$ cat src/rtl/btn_debounce.sv
// -----------------------------------------------------------------------------
// btn_debounce
//
// Input-conditioning stage for a raw, asynchronous, bouncing push-button or
// switch level. Produces a clean, clock-aligned level (db_out) suitable for a
// flip-flop d input, one-cycle edge pulses, and a wrapping press counter.
//
// A changed input level is accepted only after it has persisted for STABLE
// consecutive clocks. Any return to the current debounced level before that
// point discards the candidate.
//
// Configuration macro:
//   DEBOUNCE_SYNC_EN  defined   -> btn_in passes through a two-flop
//                                  synchronizer (2-edge input latency); use
//                                  for real asynchronous pins.
//                     undefined -> btn_in passes through a single input
//                                  register (1-edge input latency); use for
//                                  inputs already synchronous to clk.
//
// Parameters:
//   STABLE     consecutive cycles a changed level must persist (2..65535)
//   CNT_W      stability-counter width; must hold STABLE-1
//
// Ports:
//   clk        in   rising-edge clock
//   rs_n       in   asynchronous active-low reset
//   btn_in     in   raw asynchronous button level
//   db_out     out  debounced level, registered
//   rise_p     out  one-cycle pulse on an accepted 0->1 transition, registered
//   fall_p     out  one-cycle pulse on an accepted 1->0 transition, registered
//   busy       out  high while a candidate change is being timed (counter != 0)
//   press_cnt  out  count of accepted 0->1 transitions, wraps 255 -> 0
// -----------------------------------------------------------------------------
module btn_debounce #(
    parameter int unsigned STABLE = 4,
    parameter int unsigned CNT_W  = $clog2(STABLE)
) (
    input  logic       clk,
    input  logic       rs_n,
    input  logic       btn_in,
    output logic       db_out,
    output logic       rise_p,
    output logic       fall_p,
    output logic       busy,
    output logic [7:0] press_cnt
);

    // Terminal count: the candidate has been seen for STABLE-1 edges already,
    // so the next edge that still sees it accepts it.
    localparam logic [CNT_W-1:0] CNT_MAX = CNT_W'(STABLE - 1);

    // -------------------------------------------------------------------------
    // Input stage
    // -------------------------------------------------------------------------
    logic in_s;

`ifdef DEBOUNCE_SYNC_EN
    logic s1_d, s1_q;
    logic s2_d, s2_q;

    always_comb begin
        s1_d = btn_in;
        s2_d = s1_q;
    end

    always_ff @(posedge clk or negedge rs_n) begin
        if (!rs_n) begin
            s1_q <= 1'b0;
            s2_q <= 1'b0;
        end else begin
            s1_q <= s1_d;
            s2_q <= s2_d;
        end
    end

    assign in_s = s2_q;
`else
    logic s1_d, s1_q;

    always_comb begin
        s1_d = btn_in;
    end

    always_ff @(posedge clk or negedge rs_n) begin
        if (!rs_n) begin
            s1_q <= 1'b0;
        end else begin
            s1_q <= s1_d;
        end
    end

    assign in_s = s1_q;
`endif

    // -------------------------------------------------------------------------
    // Stability filter
    // -------------------------------------------------------------------------
    logic [CNT_W-1:0] cnt_d,   cnt_q;
    logic             db_d,    db_q;
    logic             rise_d,  rise_q;
    logic             fall_d,  fall_q;
    logic [7:0]       press_d, press_q;

    always_comb begin
        cnt_d   = cnt_q;
        db_d    = db_q;
        rise_d  = 1'b0;
        fall_d  = 1'b0;
        press_d = press_q;

        if (in_s == db_q) begin
            // Input agrees with the accepted level: no candidate (also the
            // glitch-discard path when the input returns early).
            cnt_d = '0;
        end else if (cnt_q < CNT_MAX) begin
            cnt_d = cnt_q + CNT_W'(1);
        end else begin
            // Candidate has persisted long enough: accept it.
            db_d   = in_s;
            cnt_d  = '0;
            rise_d = in_s;
            fall_d = ~in_s;
            if (in_s) begin
                press_d = press_q + 8'd1;
            end
        end
    end

    always_ff @(posedge clk or negedge rs_n) begin
        if (!rs_n) begin
            cnt_q   <= '0;
            db_q    <= 1'b0;
            rise_q  <= 1'b0;
            fall_q  <= 1'b0;
            press_q <= 8'd0;
        end else begin
            cnt_q   <= cnt_d;
            db_q    <= db_d;
            rise_q  <= rise_d;
            fall_q  <= fall_d;
            press_q <= press_d;
        end
    end

    // -------------------------------------------------------------------------
    // Outputs
    // -------------------------------------------------------------------------
    assign db_out    = db_q;
    assign rise_p    = rise_q;
    assign fall_p    = fall_q;
    assign press_cnt = press_q;
    assign busy      = (cnt_q != '0);

endmodule
$ cat config.mk
export PLATFORM = sky130hd
export DESIGN_NAME = btn_debounce
export DESIGN_NICKNAME = d
export VERILOG_FILES = /design/src/rtl/btn_debounce.sv
export SDC_FILE = /design/constraint.sdc
export NUM_CORES = 1
export LEC_CHECK = 0
export CORE_MARGIN = 2
export CORE_UTILIZATION = 25
export CTS_BUF_LIST = sky130_fd_sc_hd__clkbuf_8
export CTS_CLUSTER_DIAMETER = 100
export DETAILED_ROUTE_END_ITERATION = 10
export HOLD_SLACK_MARGIN = 0.15
export PLACE_DENSITY = 0.49
export RECOVER_POWER = 50
export SYNTH_ARGS = -nofsm -noshare
export SYNTH_HDL_FRONTEND = slang
export SYNTH_SLANG_ARGS = --single-unit
$ cat constraint.sdc
create_clock -name clk -period 2.24 [get_ports clk]
set_clock_uncertainty 0.15 [all_clocks]
set_input_delay 0.56 -clock clk [delete_from_list [all_inputs] [get_ports clk]]
set_output_delay 0.56 -clock clk [all_outputs]
set_load 0.05 [all_outputs]
== Word level (Yosys, flattened, before mapping) ==
Cells that the tools add are included.

* Register bits after elaboration: 14
* Input bits: 3
* Output and inout port bits: 12
* Word-level logic and storage cells: 22

* Add/sub/neg operators: 2
* Order comparisons: 1
* Equal/unequal tests: 1
* Mux-type cells: 6
* Bitwise gates (word level): 3
* Reduce and logical (&&, ||, !) cells: 3

{| class="wikitable"
|+ Operator list
! kind !! number
|-
| $add 8x1->8 const B || 1
|-
| $mux 1 || 4
|-
| $mux 2 || 2
|-
| $not 1->1 || 3
|-
| $reduce_and 3->1 || 1
|-
| $add 2x1->2 const B || 1
|-
| $lt 2x2->1 const B || 1
|-
| $reduce_and 2->1 || 1
|-
| $reduce_bool 2->1 || 1
|-
| $eq 1x1->1 || 1
|}

== Logic depth before layout (Yosys ltp) ==
* Depth in word-level cells: 3
* Depth in mapped cells: 5
* Depth with buffers taken out: 4

== Least setup slack after synthesis ==
OpenSTA, ideal clock, no wires.

* Path kind: reg2out
* From: register cnt_q[0]
* To: output busy
* Arrival time: 872 ps
* Data required time: 1530 ps
* Slack: 658 ps
* Stages on the path, launching flop included: 4
* Buffers on the path: 0
* Cell sequence: dfrtp_1 inv_1 ha_1 inv_1

* Word-level cells in the longest chain between the ends: 1

{| class="wikitable"
|+ RTL lines
! element !! line !! RTL
|-
| start, declared || 98 || <nowiki>logic [CNT_W-1:0] cnt_d, cnt_q;</nowiki>
|-
| start signal, assigned || 137 || <nowiki>cnt_q <= cnt_d;</nowiki>
|-
| $reduce_bool 2->1 || 152 || <nowiki>assign busy = (cnt_q != '0);</nowiki>
|-
| end, declared || 44 || <nowiki>output logic busy,</nowiki>
|}

Every way passes these cells.

== Final worst setup path ==
* From: register press_q[6] (netlist: press_cnt[6])
* To: output press_cnt[6]

{| class="wikitable"
|+ RTL lines
! element !! line !! RTL
|-
| start, declared || 102 || <nowiki>logic [7:0] press_d, press_q;</nowiki>
|-
| start signal, assigned || 141 || <nowiki>press_q <= press_d;</nowiki>
|-
| end, declared || 45 || <nowiki>output logic [7:0] press_cnt</nowiki>
|}

No word-level cell between the ends.

==> flow_metrics.py <==
metrics = {
    "status": {
        "outcome": "finished, final reports clean",
    },
    "clock_network": {
        "cts_root_buf": "clkbuf_8",
        "cts_buffers": 3,
        "cts_htree_levels": 1,
        "cts_hold_buf": 0,
        "cts_sinks": 14,
        "cts_tree": "yes",
        "ctsLongestPathBuffers": 2,
        "clock_latency_ns": 0.24,
        "clk_pin_slew_worst_paths_ns": 0.06,
        "cts_setup_buffers": 0,
        "cts_resized": 0,
    },
    "die": {
        "die-area_sq_um": 2730,
        "fp-row-count": 17,
        "die_w_microns": 52.3,
        "core_sq_um": 2210,
        "start_util": 0.264,
        "ioPinCount": 15,
        "die_h_microns": 52.3,
    },
    "placed_design": {
        "dpl_cell_area_sq_um": 747,
        "routabilityCongestion": 0.672,
        "dp.cells": 85,
        "post-place-ws_ns": 0.370,
        "portBuffers": 14,
    },
    "grt": {
        "grt_max_degree": 15,
        "grt_pass1_wl_microns": 1640,
        "use_met3": 0.0429,
        "grt_pass1_vias": 345,
        "top_usage_layer": "met1",
        "grt_usage": 0.0848,
        "grt_overflow_total": 0,
        "grtUsageMet2": 0.113,
        "antenna_found_initial": 0,
        "grt_use_met1": 0.119,
    },
    "hold_path": {
        "worst_hold_path_type": "reg -> reg",
        "hold_depth": 1,
    },
    "detailed_routing": {
        "via_per_inst": 4.08,
        "vias": 363,
        "drtIter0Drc": 3,
        "routed_wl_microns": 947,
        "drc": 0,
        "wl_per_cell_microns": 10.6,
        "ant_nets": 0,
        "firstDrtPassIters": 2,
    },
    "worst_setup_path": {
        "critPathTopFamily": "buffers and inverters",
        "cp_data_required_time_ns": 1.53,
        "cp.arrival_ns": 1.42,
        "setup.worst_path.class": "reg -> out",
        "reg2reg_depth": 3,
        "worst_setup_path_start_kind": "flop",
        "cp_num_cells": 1,
        "critPathMaxFanout": 3,
        "critPathBufInv": 1,
        "cp_slowest_stage_delay_ns": 0.81,
        "critPathCaptureType": "output pin",
        "crit_slowest_cell": "clkdlybuf4s50_1",
        "crit_chain": "clkdlybuf4s50_1",
    },
    "layout": {
        "fin_area_sq_um": 798,
        "final-instance-count-excl-fill": 89,
        "n_fill_cell": 230,
        "fin_util": 0.361,
        "n_antenna_cell": 0,
        "syn2layout_area_growth_pct": 36.9,
        "fin_nets": 68,
        "drive_above_1_share": 0.213,
    },
    "power_and_ir_drop": {
        "total_power_uw": 976,
        "leakage_nw": 0.386,
        "power_density_nw_per_um2": 1220,
        "vdd_drop_max_mv": 0.590,
    },
    "timing": {
        "grt_setup_unrepaired": "false",
        "fin_hold_ws_ns": 0.326,
        "finalHoldViolations": 0,
        "worstMarginPinSlew_ns": 0.767,
        "setup_ws_ns": 0.114,
        "period_needed_ns": 2.13,
        "finalCritPeriodShare": 0.949,
        "relSlewSlack": 0.489,
        "slew_violations": 0,
        "setup_viol": 0,
        "setup_tns_ns": 0,
        "fmax_mhz": 470,
    },
    "yosys": {
        "synthCells": 43,
        "synth_seq_cells": 14,
        "yosys_warnings": 0,
        "synth_area_per_cell_sq_um": 13.6,
        "syn-num-nets": 49,
        "syn_area_sq_um": 583,
        "ys_types": 14,
        "seq_area_frac_synth": 0.601,
    },
    "job": {
        "drv_cap": 0,
    },
}
-- synth_stat cells --
cell / count / area [sq um]
xor2_1: 1 / 8.76
mux2_1: 1 / 11.3
nor3_1: 1 / 5.00
ha_1: 3 / 37.5
dfrtp_1: 14 / 350
nand4_1: 5 / 31.3
mux2_4: 1 / 15.0
inv_1: 3 / 11.3
nor2b_1: 1 / 6.26
and3b_1: 2 / 17.5
xnor2_1: 7 / 61.3
buf_6: 1 / 11.3
and3_1: 2 / 12.5
nand2_1: 1 / 3.75
-- registers in the layout, indices dropped and copies added (netlist names) --
name,flops
rise_p,1
press_cnt,8
fall_p,1
db_out,1
in_s,1
cnt_q,2
-- cell usage in the layout, fill, tap and decap left out, drive strengths merged --
cell / Yosys / layout
xnor2: 7 / 7
dlygate4sd3: 0 / 2
nand4: 5 / 5
and3b: 2 / 2
mux2: 2 / 2
inv: 3 / 3
and3: 2 / 2
nand2: 1 / 1
clkbuf: 0 / 5
ha: 3 / 3
buf: 1 / 8
dfrtp: 14 / 14
clkdlybuf4s50: 0 / 4
nor3: 1 / 1
nor2b: 1 / 1
xor2: 1 / 1
-- layer usage --
layer  routed length (microns)  vias to the layer above
met3                        57                        2
met2                       406                       10
met4                        18                        0
met5                         0                        -
li1                          -                      182
met1                       464                      169
-- cells by family (layout without fill, tap and decap cells) --
logic type               count (synthesis)  count (layout)  share of synthesized area
XOR/XNOR                                 8               8                      0.120
adder cells (fa/ha/maj)                  3               3                     0.0644
buffers and inverters                    4              22                     0.0386
flip-flops                              14              14                      0.601
multiplexers                             2               2                     0.0451
AND/OR/NAND/NOR                         12              12                      0.131
-- worst paths after layout --
| kind | endpoint | slack, ns | startpoint |
|---|---|---|---|
| max in group asynchronous | press_cnt[3] | 0.72 | rs_n |
| setup / recovery | press_cnt[6] | 0.11 | press_cnt[6] |
| setup reg to reg | press_cnt[1] | 0.64 | cnt_q[0] |
| min in group asynchronous | press_cnt[5] | 0.75 | rs_n |
| hold reg to reg | cnt_q[0] | 0.33 | cnt_q[0] |
| hold / removal | cnt_q[0] | 0.33 | cnt_q[0] |
-- power breakdown --
part | switching (mW) | leakage, nW | internal (mW)
sequential | 0.0592 | 0.186 | 0.302
clock | 0.0867 | 0.0288 | 0.156
combinational | 0.226 | 0.171 | 0.146
total | 0.372 | 0.386 | 0.604
-- layout make-up --
class / instances / area [sq um] / area share
multi-input cells: 25 / 210 / 0.263
flip-flops and latches: 14 / 350 / 0.439
clock buffers: 4 / 55.1 / 0.0690
well taps: 28 / 35.0 / 0.0439
inverters: 3 / 11.3 / 0.0141
repair buffers: 15 / 136 / 0.171
Power figures use the tool's default switching activity.
